### config.mk
export PLATFORM = sky130hd
export DESIGN_NAME = wb_merge_unit
export DESIGN_NICKNAME = d
export VERILOG_FILES = /design/src/rtl/wb_merge_unit.sv
export SDC_FILE = /design/constraint.sdc
export NUM_CORES = 1
export LEC_CHECK = 0
export CORE_ASPECT_RATIO = 0.6
export CORE_UTILIZATION = 58
export CTS_CLUSTER_DIAMETER = 150
export DETAILED_ROUTE_END_ITERATION = 12
export DONT_BUFFER_PORTS = 1
export PLACE_DENSITY = 0.74
export RECOVER_POWER = 100
export SYNTH_ARGS = -nofsm -noshare
export SYNTH_HDL_FRONTEND = slang
export SYNTH_SLANG_ARGS = --single-unit
### constraint.sdc
create_clock -name clk_i -period 1.96 [get_ports clk_i]
set_clock_uncertainty 0.2 [all_clocks]
set_input_delay 0.294 -clock clk_i [delete_from_list [all_inputs] [get_ports clk_i]]
set_output_delay 0.294 -clock clk_i [all_outputs]
set_load 0.02 [all_outputs]
### src/rtl/wb_merge_unit.sv
// Write-back merge stage: arbitrates the single register-file write port between
// the pipeline WB slot and a small FIFO of long-latency results.
module wb_merge_unit #(
    parameter int DEPTH    = 2,
    parameter int MAX_WAIT = 4
) (
    input  logic                      clk_i,
    input  logic                      rst_ni,
    input  logic                      PipeWrEn_i,
    input  logic [4:0]                PipeWrReg_i,
    input  logic [31:0]               PipeWrData_i,
    input  logic                      LlValid_i,
    output logic                      LlReady_o,
    input  logic [4:0]                LlWrReg_i,
    input  logic [31:0]               LlWrData_i,
    output logic                      RegWrEn_o,
    output logic [4:0]                WriteReg_o,
    output logic [31:0]               WriteData_o,
    output logic                      Stall_o,
    output logic [31:0]               PendingRegMask_o,
    output logic [$clog2(DEPTH):0]    Pending_o
);

    localparam int AW = $clog2(DEPTH);
    localparam int CW = AW + 1;
    localparam int WW = $clog2(MAX_WAIT + 1);

    logic [4:0]       regQ  [DEPTH];
    logic [31:0]      dataQ [DEPTH];
    logic [DEPTH-1:0] liveQ;
    logic [AW-1:0]    rdPtr;
    logic [AW-1:0]    wrPtr;
    logic [CW-1:0]    count;
    logic [WW-1:0]    waitCnt;
    logic [WW-1:0]    waitNext;
    logic             stallQ;

    logic slotBusy;
    logic empty;
    logic headLive;
    logic accept;
    logic bypass;
    logic push;
    logic pop;
    logic pushLive;

    assign slotBusy  = PipeWrEn_i && (PipeWrReg_i != 5'd0);
    assign empty     = (count == '0);
    assign headLive  = !empty && liveQ[rdPtr];
    assign LlReady_o = (count < CW'(DEPTH));
    assign accept    = LlValid_i && LlReady_o;
    assign bypass    = !slotBusy && empty && accept && (LlWrReg_i != 5'd0);
    assign push      = accept && (LlWrReg_i != 5'd0) && !bypass;
    // A killed head leaves regardless of the slot; a live one only in an idle slot.
    assign pop       = !empty && (!liveQ[rdPtr] || !slotBusy);
    // The LL value is always older than a same-cycle pipeline write to the same reg.
    assign pushLive  = !(slotBusy && (LlWrReg_i == PipeWrReg_i));

    assign Stall_o   = stallQ;
    assign Pending_o = count;

    always_comb begin
        RegWrEn_o   = 1'b0;
        WriteReg_o  = 5'd0;
        WriteData_o = 32'd0;
        if (slotBusy) begin
            RegWrEn_o   = 1'b1;
            WriteReg_o  = PipeWrReg_i;
            WriteData_o = PipeWrData_i;
        end else if (headLive) begin
            RegWrEn_o   = 1'b1;
            WriteReg_o  = regQ[rdPtr];
            WriteData_o = dataQ[rdPtr];
        end else if (bypass) begin
            RegWrEn_o   = 1'b1;
            WriteReg_o  = LlWrReg_i;
            WriteData_o = LlWrData_i;
        end
    end

    always_comb begin
        PendingRegMask_o = 32'd0;
        for (int i = 0; i < DEPTH; i++) begin
            if (liveQ[i]) begin
                PendingRegMask_o[regQ[i]] = 1'b1;
            end
        end
        PendingRegMask_o[0] = 1'b0;
    end

    always_comb begin
        waitNext = '0;
        if (headLive && !pop) begin
            waitNext = (waitCnt >= WW'(MAX_WAIT)) ? WW'(MAX_WAIT) : waitCnt + WW'(1);
        end
    end

    always_ff @(posedge clk_i or negedge rst_ni) begin
        if (!rst_ni) begin
            for (int i = 0; i < DEPTH; i++) begin
                regQ[i]  <= 5'd0;
                dataQ[i] <= 32'd0;
            end
            liveQ   <= '0;
            rdPtr   <= '0;
            wrPtr   <= '0;
            count   <= '0;
            waitCnt <= '0;
            stallQ  <= 1'b0;
        end else begin
            if (slotBusy) begin
                for (int i = 0; i < DEPTH; i++) begin
                    if (regQ[i] == PipeWrReg_i) begin
                        liveQ[i] <= 1'b0;
                    end
                end
            end
            if (pop) begin
                liveQ[rdPtr] <= 1'b0;
                rdPtr        <= rdPtr + AW'(1);
            end
            if (push) begin
                regQ[wrPtr]  <= LlWrReg_i;
                dataQ[wrPtr] <= LlWrData_i;
                liveQ[wrPtr] <= pushLive;
                wrPtr        <= wrPtr + AW'(1);
            end
            count   <= count + CW'(push) - CW'(pop);
            waitCnt <= waitNext;
            stallQ  <= (waitNext >= WW'(MAX_WAIT));
        end
    end

endmodule

==> metrics.log, run 1 <==
[metrics] top cell types by occurrence after synthesis: dfrtp_1, nor2_1, mux2_2
[metrics] post-synthesis average cell area: 10.0 sq um
[metrics] maximum buffer depth of the clock tree: 2
[metrics] cell count after synthesis: 507
[metrics] floorplan die height: 74.4 um
[metrics] synthesis warning total: 0
[metrics] # port buffers: 0
[metrics] Die X-Extent: 123 um
[metrics] cell area after placement: 6030 sq um
[metrics] outcome: did not finish
[metrics] most used standard cell by instance count after synthesis: dfrtp_1
[metrics] count of boundary I/O pins: 152
[metrics] primary flip-flop cell chosen by synthesis mapping: dfrtp_1
[metrics] hpwl dp: 9300 um
[metrics] number of buffers inserted during clock tree synthesis: 9
[metrics] count of cell types in the netlist: 37
[metrics] number of H-tree levels: 3
[metrics] total standard cell area after synthesis: 5070 sq um
[metrics] Halt Stage: global routing
[metrics] worst slack after detailed placement: -0.240 ns
[metrics] number of standard-cell rows in the floorplan: 25
[metrics] effective utilization at floorplan: 0.621
[metrics] sequential cell area fraction in the yosys report: 0.410
[metrics] maximum number of pins on one net before global-route repair: 84
[metrics] clock net sink count: 83
[metrics] register bit total from synthesis: 83
[metrics] number of nets produced by synthesis: 589
[metrics] fraction of synthesis flops using an asynchronous set or reset pin: 1.00
[metrics] first error line in the log: [ERROR DPL-0038] Utilization greater than 100%, impossible to legalize
[metrics] biggest area consumer among synthesized cells: dfrtp_1
[metrics] top cell type's share of synthesized area: 0.410
[metrics] last worst endpoint in the global-route repair_timing: WriteData_o[1]
[metrics] RePlAce Congestion: 0.825
[metrics] Synth area leaders: dfrtp_1, mux2_2, mux2i_1
[metrics] Post-synth EDFFs: 0
[metrics] number of cells after detailed placement: 645
[metrics] clock tree root driver cell: clkbuf_16
[metrics] Worst EP kind: output port
[what timing repair did]
item / 4_1_cts
gates cloned: 6
resized for setup: 189
endpoints found under the setup margin: 146
hold buffers: 37
pin swaps: 63
buffers inserted: 39
endpoints found under the hold margin: 157
[cell families after synthesis]
family / after synthesis / share of synthesized area
flops: 83 / 0.410
xor+xnor: 19 / 0.0328
compound gates: 116 / 0.130
buf+inv: 52 / 0.0513
mux: 113 / 0.256
fa+ha+maj: 4 / 0.00987
simple gates: 119 / 0.110
other cells: 1 / 0.000740
[metrics by stage]
| stage | util | hold slack [ns] | setup TNS, ns |
|---|---|---|---|
| detailed placement | 0.738 | -0.199 | -17.31 |
| global placement | 0.738 | -0.199 | -15.24 |
| floorplan | - | -0.202 | -12.46 |
| CTS | 0.970 | -0.556 | -24.37 |
==> run 2: changes to the inputs <==
Settings changed: CORE_ASPECT_RATIO 0.6 to unset, CORE_UTILIZATION 58 to 40, CTS_CLUSTER_DIAMETER 150 to unset, PLACE_DENSITY 0.74 to unset, PLACE_DENSITY_LB_ADDON set to 0.15.
Clock period 1.96 ns to 2.5 ns, I/O delays scaled along.
==> metrics.log, run 2 <==
[metrics] share of cells above drive strength 1: 0.292
[metrics] required time of the critical path: 1.92 ns
[metrics] class of the worst hold path: primary input to asynchronous set/reset pin
[metrics] fill count: 1099
[metrics] multi-input gate area in the final layout: 2790 sq um
[metrics] count of cell types in the netlist: 37 (unchanged)
[metrics] clock tree root driver cell: clkbuf_16 (unchanged)
[metrics] count of boundary I/O pins: 152 (unchanged)
[metrics] total global routing overflow: 0
[metrics] number of nets still failing antenna checks after routing: 0
[metrics] GR Util All Layers: 0.207
[metrics] post-synthesis average cell area: 10.0 sq um (unchanged)
[metrics] floorplan die height: 115 um (was 74.4 um)
[metrics] via count of the first global-routing pass: 4104
[metrics] # port buffers: 0 (unchanged)
[metrics] post-route clock period utilization: 0.985
[metrics] register bank with the most flops: dataQ
[metrics] Die X-Extent: 115 um (was 123 um)
[metrics] maximum clock rate: 406 MHz
[metrics] number of cells after detailed placement: 687 (was 645)
[metrics] sequential cell area fraction in the yosys report: 0.410 (unchanged)
[metrics] via count: 4120
[metrics] WL/cell: 18.3 um
[metrics] core region area: 12200 sq um
[metrics] most common cell after layout, fill and taps aside: dfrtp_1
[metrics] Top Registers: dataQ x64, regQ x10
[metrics] top cell types by occurrence after synthesis: dfrtp_1, nor2_1, mux2_2 (unchanged)
[metrics] Synth area leaders: dfrtp_1, mux2_2, mux2i_1 (unchanged)
[metrics] crit end category: output port
[metrics] Post-synth EDFFs: 0 (unchanged)
[metrics] static power due to leakage: 2.72 nW
[metrics] worst IR drop on VDD: 542 uV
[metrics] startpoint of the most critical register-to-register path: Pending_o[0]
[metrics] clock-pin slew on the worst setup and hold paths: 0.07 ns
[metrics] max-slew violation total from the final report: 0
[metrics] DRC violation count after routing: 0
[metrics] number of nets in the final layout: 656
[metrics] register bit total from synthesis: 83 (unchanged)
[metrics] Max-cap violations: 0
[metrics] biggest area consumer among synthesized cells: dfrtp_1 (unchanged)
[metrics] RSZ-0062 raised after global routing: yes
[metrics] worst slew margin relative to its limit: 0.645
[metrics] final critical path time including I/O delays and setup: 2.46 ns
[metrics] Register-to-Register Setup Slack: 0.29 ns
[metrics] max reg flops: 64
[metrics] total standard cell area after synthesis: 5070 sq um (unchanged)
[metrics] measured slew at the worst slew-check pin: 0.540 ns
[metrics] initial DRC count: 215
[metrics] Syn-to-layout area delta: 27.3%
[metrics] primary flip-flop cell chosen by synthesis mapping: dfrtp_1 (unchanged)
[metrics] Post-Route Utilization: 0.531
[metrics] least setup slack across all paths after layout: 0.0384 ns
[metrics] number of standard-cell rows in the floorplan: 40 (was 25)
[metrics] highest net fanout along the worst path: 13
[metrics] Data arrival, critical path: 1.89 ns
[metrics] top cell type's share of synthesized area: 0.410 (unchanged)
[metrics] maximum buffer depth of the clock tree: 2 (unchanged)
[metrics] synthesis warning total: 0 (unchanged)
[metrics] commonest non-fill, non-tap cells in the layout: dfrtp_1, nor2_1, mux2_2, buf_4
[metrics] cell count after synthesis: 507 (unchanged)
[metrics] Cell Pwr Density: 1170 nW/um^2
[metrics] failing checks: negative hold slack
[metrics] total die area: 13100 sq um
[metrics] hpwl dp: 8570 um (was 9300 um)
[metrics] overall routed net length: 13600 um
[metrics] TritonRoute pass-1 iters: 5
[metrics] crit path from: LlWrReg_i[1]
[metrics] outcome: finished with violations (was did not finish)
[metrics] clock tree from TritonCTS: yes
[metrics] number of buffers inserted during clock tree synthesis: 9 (unchanged)
[metrics] number of H-tree levels: 3 (unchanged)
[metrics] endpoints failing setup: 0
[metrics] maximum number of pins on one net before global-route repair: 84
[metrics] area occupied by registers: 2080 sq um
[metrics] non-filler cells, final: 747
[metrics] category of the worst setup path launch point: primary input
[metrics] global-route wire length before repair: 21300 um
[metrics] worst slack after detailed placement: -0.0266 ns (was -0.240 ns)
[metrics] RePlAce Congestion: 0.793 (was 0.825)
[metrics] Hold Worst Slack: -0.464 ns
[metrics] number of nets produced by synthesis: 589 (unchanged)
[metrics] endpoints failing hold: 83
[metrics] most used standard cell by instance count after synthesis: dfrtp_1 (unchanged)
[metrics] effective utilization at floorplan: 0.417 (was 0.621)
[metrics] clock net sink count: 83 (unchanged)
[metrics] clock latency on the worst-skew pair: 0.32 ns
[metrics] fraction of synthesis flops using an asynchronous set or reset pin: 1.00 (unchanged)
[metrics] number of antenna violations at the first check in global routing: 0
[metrics] critical path type: primary input to output port
[metrics] antenna cell count: 0
[metrics] Via density: 5.52
run 2: cell counts after synthesis:
Identical to the previous run, type by type.
run 2: stage by stage:
stage	total power [mW]	setup TNS, ns	cell area, sq um
2_1_floorplan	5.01	0	5080
3_3_place_gp	5.85	0	5610
3_5_place_dp	5.95	-0.0266	5610
4_1_cts	7.44	-0.00225	6350
5_1_grt	8.03	-0.232	6460
6_report	7.54	0	6460
run 2: repair_timing:
item | CTS | global route
pin swaps | 2 | 3
endpoints found under the setup margin | 21 | 28
endpoints found under the hold margin | 154 | 84
setup buffers | 1 | 3
gates resized for setup | 3 | 15
hold buffers | 37 | 1
gates cloned | 1 | 1
run 2: cells by family after synthesis:
group | Yosys count | share of synthesized area
xor gates and xnor gates | 19 | 0.0328
buffers and inverters | 52 | 0.0513
DFF | 83 | 0.410
AOI/OAI and AO/OA | 116 | 0.130
other | 1 | 0.000740
muxes | 113 | 0.256
adders and majority gates | 4 | 0.00987
and+or+nand+nor | 119 | 0.110
run 2: critical path, cell delays in order:
cell     delay [ns]
or4_4          0.55
o21ai_4        0.20
nor3_4         0.08
buf_4          0.15
buf_12         0.14
a21oi_1        0.18
nor2_1         0.06
buf_4          0.15
run 2: layout make-up:
class	count	share of cell area
Clock buffer	10	0.0370
Tap cell	168	0.0326
Timing Repair Buffer	101	0.161
Multi-Input combinational cell	372	0.432
Clock inverter	6	0.0110
Sequential cell	83	0.322
Inverter	7	0.00407
run 2: path summary, 6_finish.rpt:
path	to	cells after the start
min in group clk_i	dataQ[23]	1
setup reg to reg	dataQ[31]	7
max in group asynchronous	regQ[3]	0
hold / removal	dataQ[19]	0
hold reg to reg	waitCnt[0]	1
setup / recovery	WriteData_o[20]	8
run 2: where the power goes:
group / total [mW] / switching, mW / internal, mW / leakage (nW)
clock network: 1.38 / 0.570 / 0.813 / 0.146
logic: 3.63 / 1.74 / 1.89 / 1.58
registers: 2.52 / 0.507 / 2.01 / 0.995
run 2: per-layer routing:
| layer | global-route usage | share of wire |
|---|---|---|
| met2 | 0.348 | 0.48 |
| met5 | 0 | 0 |
| met1 | 0.273 | 0.45 |
| met3 | 0.0307 | 0.057 |
| met4 | 0.0727 | 0.018 |
Power figures use the tool's default switching activity.
